===== config.mk =====
export PLATFORM = sky130hd
export DESIGN_NAME = imem_loader
export DESIGN_NICKNAME = d
export VERILOG_FILES = /design/src/rtl/imem_loader_pkg.sv /design/src/rtl/imem_loader_byte_packer.sv /design/src/rtl/imem_loader.sv
export SDC_FILE = /design/constraint.sdc
export NUM_CORES = 1
export LEC_CHECK = 0
export CAP_MARGIN = 20
export CORE_ASPECT_RATIO = 1.1
export CORE_MARGIN = 2
export CORE_UTILIZATION = 30
export CTS_CLUSTER_DIAMETER = 30
export DETAILED_ROUTE_END_ITERATION = 8
export PLACE_DENSITY = 0.46
export SKIP_CTS_REPAIR_TIMING = 1
export SLEW_MARGIN = 20
export SYNTH_ARGS = -nofsm -noshare
export SYNTH_HDL_FRONTEND = slang
export SYNTH_HIERARCHICAL = 1
export SYNTH_SLANG_ARGS = --single-unit

===== constraint.sdc =====
create_clock -name clk -period 2.9 [get_ports clk]
set_clock_uncertainty 0.05 [all_clocks]
set_input_delay 0.58 -clock clk [delete_from_list [all_inputs] [get_ports clk]]
set_output_delay 0.58 -clock clk [all_outputs]
set_load 0.02 [all_outputs]

===== src/rtl/imem_loader_pkg.sv =====
// Shared types and constants for the instruction-memory loader.
package imem_loader_pkg;

   // Loader session states
   typedef enum logic [2:0] {
      IDLE,
      LEN_LO,
      LEN_HI,
      DATA,
      WRITE,
      DONE,
      ERR
   } ldr_state_e;

   // Bytes assembled into one instruction word
   localparam int unsigned BYTES_PER_WORD = 4;
   // Bytes in the word-count header
   localparam int unsigned HDR_BYTES      = 2;

endpackage


===== src/rtl/imem_loader_byte_packer.sv =====
// Assembles a little-endian instruction word one byte lane at a time.
// word_asm shows the word including the byte being accepted this cycle,
// so the caller can capture a complete word on the same edge as the last byte.
module byte_packer
   import imem_loader_pkg::*;
(
   input  logic        clk,
   input  logic        reset,
   input  logic        clear,
   input  logic        load,
   input  logic [7:0]  byte_in,
   output logic [31:0] word_asm,
   output logic        word_full
);

   localparam int unsigned IDX_W = $clog2(BYTES_PER_WORD);

   logic [31:0]      word;
   logic [IDX_W-1:0] byte_idx;

   // Merge the incoming byte into its lane and flag the last lane
   always_comb begin
      word_asm = word;
      word_asm[{byte_idx, 3'b000} +: 8] = byte_in;
      word_full = load && (byte_idx == IDX_W'(BYTES_PER_WORD - 1));
   end

   // Lane register and byte index; the index wraps naturally after the last lane
   always_ff @(posedge clk or posedge reset) begin
      if (reset) begin
         word     <= '0;
         byte_idx <= '0;
      end else if (clear) begin
         word     <= '0;
         byte_idx <= '0;
      end else if (load) begin
         word     <= word_asm;
         byte_idx <= byte_idx + IDX_W'(1);
      end
   end

endmodule


===== src/rtl/imem_loader.sv =====
// Runtime instruction-memory loader: receives a length-prefixed byte stream,
// writes little-endian 32-bit words to consecutive addresses, and holds the
// core in reset until the whole image has been written.
module imem_loader
   import imem_loader_pkg::*;
#(
   parameter int unsigned ADDR_W = 8,
   parameter int unsigned LEN_W  = 16
) (
   input  logic              clk,
   input  logic              reset,
   input  logic              start,
   input  logic [7:0]        rx_data,
   input  logic              rx_valid,
   output logic              rx_ready,
   output logic              mem_we,
   output logic [ADDR_W-1:0] mem_addr,
   output logic [31:0]       mem_wdata,
   output logic              cpu_reset,
   output logic              busy,
   output logic              done,
   output logic              error
);

   localparam logic [LEN_W:0] MAX_WORDS = (LEN_W + 1)'(2 ** ADDR_W);
   localparam logic [LEN_W:0] CNT_ONE   = {{LEN_W{1'b0}}, 1'b1};

   ldr_state_e       state;
   ldr_state_e       state_nxt;
   logic [7:0]       len_lo;
   logic [LEN_W-1:0] len;
   logic [LEN_W-1:0] len_rx;
   logic [LEN_W:0]   word_cnt;
   logic             xfer;
   logic             len_bad;
   logic             last_word;
   logic             pk_load;
   logic             pk_clear;
   logic [31:0]      word_asm;
   logic             word_full;

   byte_packer u_packer (
      .clk       (clk),
      .reset     (reset),
      .clear     (pk_clear),
      .load      (pk_load),
      .byte_in   (rx_data),
      .word_asm  (word_asm),
      .word_full (word_full)
   );

   // Handshake qualifiers, header validation and end-of-image detection
   always_comb begin
      xfer      = rx_valid && rx_ready;
      len_rx    = LEN_W'({rx_data, len_lo});
      len_bad   = (len_rx == '0) || ({1'b0, len_rx} > MAX_WORDS);
      last_word = ((word_cnt + CNT_ONE) == {1'b0, len});
      pk_load   = xfer && (state == DATA);
      pk_clear  = (state == LEN_HI);
   end

   // Next-state decision; start is only honoured when no session is in flight
   always_comb begin
      state_nxt = state;
      case (state)
         IDLE:    if (start) state_nxt = LEN_LO;
         LEN_LO:  if (xfer) state_nxt = LEN_HI;
         LEN_HI:  if (xfer) state_nxt = len_bad ? ERR : DATA;
         DATA:    if (word_full) state_nxt = WRITE;
         WRITE:   state_nxt = last_word ? DONE : DATA;
         DONE:    if (start) state_nxt = LEN_LO;
         ERR:     if (start) state_nxt = LEN_LO;
         default: state_nxt = IDLE;
      endcase
   end

   // State, counters and registered outputs; outputs decode the next state so
   // they line up with the state register rather than lagging a cycle
   always_ff @(posedge clk or posedge reset) begin
      if (reset) begin
         state     <= IDLE;
         len_lo    <= '0;
         len       <= '0;
         word_cnt  <= '0;
         rx_ready  <= 1'b0;
         mem_we    <= 1'b0;
         mem_addr  <= '0;
         mem_wdata <= '0;
         cpu_reset <= 1'b1;
         busy      <= 1'b0;
         done      <= 1'b0;
         error     <= 1'b0;
      end else begin
         state     <= state_nxt;
         rx_ready  <= (state_nxt inside {LEN_LO, LEN_HI, DATA});
         busy      <= (state_nxt inside {LEN_LO, LEN_HI, DATA, WRITE});
         mem_we    <= (state_nxt == WRITE);
         done      <= (state_nxt == DONE);
         error     <= (state_nxt == ERR);
         cpu_reset <= (state_nxt != DONE);

         if ((state == LEN_LO) && xfer) begin
            len_lo <= rx_data;
         end
         if ((state == LEN_HI) && xfer) begin
            len      <= len_rx;
            word_cnt <= '0;
         end
         if ((state == DATA) && word_full) begin
            mem_addr  <= word_cnt[ADDR_W-1:0];
            mem_wdata <= word_asm;
         end
         if ((state == WRITE) && !last_word) begin
            word_cnt <= word_cnt + CNT_ONE;
         end
      end
   end

endmodule

==> reports/metrics.cfg, run 1 <==
[detailed_routing]
drt-initial-drc-count=272
viasPerCell=4.89
vias=5179
wire_per_inst_um=16.5
post-route-drc-count=0
drt_first_pass_iters=5
antenna_left=0
drt_wl_total_um=17500

[pwr]
pwr_density_cell_mw_per_mm2=791
leakage_nw=3.65
p_int_mw=4.29
power_frac_clock_pct=36.9
netSwitchingFraction_pct=33.3
p_sw_mw=2.14
seq_power_share_pct=36.1
combPwrFrac_pct=27.0
max-vdd-ir-drop_uv=424

[worst_setup_path]
endpoint=word_cnt[5]
r2r_start=word_cnt[1]
required_ps=3150
crit_path_start_kind=register
critPathKind=register to register
crit_path_start=word_cnt[1]
r2r_cells=10
crit_path_max_fanout=12
rr_endpoint=word_cnt[5]
worst_setup_path_end_kind=register
arrival_ps=3030
r2r_slack_ps=120

[timing]
worst_pin_slew_ps=520
finalWorstSetupSlack_ps=124
relSlewSlack_pct=65.3
final.min_clock_period_ps=2780
finalCritPeriodShare_pct=95.7
setup_tns_ps=0
max_freq_mhz=360
finalHoldViolCount=0
slew_viol_final=0
final-setup-viol-count=0

[finish]
diodes=0
utilization_pct=39.3
fill_cells=2047
final_common_cell=nand2_1
multi_input_area_mm2=0.00301
nNetsFinal=779
syn_to_final_growth_pct=27.8
final_cell_mix=nand2_1 (221), dfrtp_1 (117), clkdlybuf4s50_1 (57)
layout-drive-gt1-share_pct=16.1
final_cell_area_mm2=0.00813
regArea_mm2=0.00311

[global_routing]
grt_pass1_wl_um=28200
use_met1_pct=21.3
antenna_found_initial=0
grt_pass1_vias=5186
met2_usage_pct=27.1
grt.busiest_layer=met2
met3_usage_pct=3.52
grt_max_degree=52
grt_overflow=0
grt_use_total_pct=16.3

[outcome]
status=finished clean

[placement]
post-place-ws_ps=67.0
place_hpwl_um=11800
portBuffers=57
place_area_mm2=0.00735
place_congestion=0.880

[logic_synthesis]
syn_inst=693
ys_warn_count=6
synth.distinct_cells=68
synth_seq_cells=124
async_flop_share_pct=100
synth-seq-area-share_pct=48.8
netlist.area_leader.share_pct=48.4
synth-edff-count=0
yosys.area.top_type=dfrtp_1
synthFlopType=dfrtp_1
synth_fp_nets=711
post_synth.cell_area_avg_um2=9.18
yosys-top-cells-area=dfrtp_1 (48%), nand2_1 (13%), mux2_2 (2.1%)
syn_area_mm2=0.00636

[die]
core_area_mm2=0.0207
start_util_pct=30.7
fp.dieArea_mm2=0.0224
die_w_um=143
rows=55
die_h_um=157
ios=58

[clocking]
cts_tree=yes
root_buffer=clkbuf_16
cts.htree.levels=4
clock_sinks=124
cts_made_buffers=17
worstSkewPairLatency_ps=420
cts_buffer_depth=2
cts.reportedPaths.clkPinSlew_ps=60

[min_path]
hp-start=mem_wdata[25]
whs_path_depth=2
hold_path.class=register to register

[flow_run]
maxCapViolCount=0

power groups by stage:
stage / sequential [mW] / clock (mW) / combinational (mW)
floorplan: 2.25 / 0 / 1.26
global placement: 2.33 / 0 / 1.64
detailed placement: 2.35 / 0 / 1.67
CTS: 2.31 / 2.44 / 1.68
global route: 2.36 / 2.52 / 1.94
finish: 2.32 / 2.37 / 1.74
through the flow:
stage | power, mW | hold WS, ps | instances
floorplan | 3.52 | 406 | 693
global route | 6.83 | 458 | 1059
detailed placement | 4.01 | 411 | 1023
CTS | 6.43 | 432 | 1055
global placement | 3.97 | 412 | 1023
finish | 6.43 | 425 | 1059
sequential cells by signal, indices dropped and copies added, names as in the netlist:
name and cells:
cpu_reset 1, busy 1, len_lo 8, mem_addr 8
rx_ready 1, u_packer/byte_idx 2, error 1, done 1
len 16, u_packer/word 32, mem_wdata 32, state 3
mem_we 1, word_cnt 17
cells in the mapped netlist (5+ instances only):
cell,count
inv_1,21
nor2_1,33
o21ai_1,6
clkbuf_1,22
buf_2,7
xnor2_1,14
nor3_1,5
nand4_1,16
nor3b_1,5
mux2i_1,8
a22o_2,8
o21ai_0,14
a32oi_1,11
dfrtp_1,123
ha_1,6
buf_1,5
xor2_1,11
nand2_1,221
nand3_1,16
nand4b_1,5
buf_4,8
a22o_1,15
and3_1,6
a21oi_1,23
mux2_2,12
logic make-up (layout without fill, tap and decap cells):
kind of cell / count (synthesis) / count (layout) / synth area share (%)
buf+inv: 67 / 148 / 4.94
mux: 24 / 24 / 4.27
xor+xnor: 25 / 25 / 3.44
fa+ha+maj: 6 / 6 / 1.18
flops: 124 / 124 / 48.8
compound gates: 98 / 98 / 11.0
simple gates: 349 / 349 / 26.3
worst min-delay path by stage:
stage	end	slack, ps
2_1_floorplan	len[1]	410
3_3_place_gp	mem_wdata[14]	410
3_5_place_dp	mem_wdata[14]	410
4_1_cts	mem_wdata[25]	430
5_1_grt	mem_addr[5]	460
6_report	mem_wdata[25]	420
worst max-delay path, cell delays in order, from the launching register on:
cell and delay, ps:
dfrtp_1 350, ha_2 220, nand3_4 110, or3_4 350
a311oi_2 250, o2111ai_2 190, nor4_4 350, a21oi_4 150
buf_12 180, mux2_4 300, a22o_1 170
cell type report:
class | instances | share of cell area (%)
repair buffers | 95 | 11.2
clock buffers | 19 | 5.45
well taps | 285 | 4.39
flip-flops and latches | 124 | 38.3
clock inverters | 13 | 2.62
multi-input cells | 502 | 37.1
inverters | 21 | 1.02
metal layers:
layer / vias up / wire (µm)
met5: - / 0
met4: 0 / 202
met3: 12 / 639
met2: 105 / 8750
met1: 2552 / 7900
li1: 2510 / -
(Power assumes the default switching activity.)
==> run 2: changes to the inputs <==
Settings changed: CTS_CLUSTER_DIAMETER 30 to default.
==> results of run 2 <==
No change in the layout: final DEF, timing and power equal those of run 1.
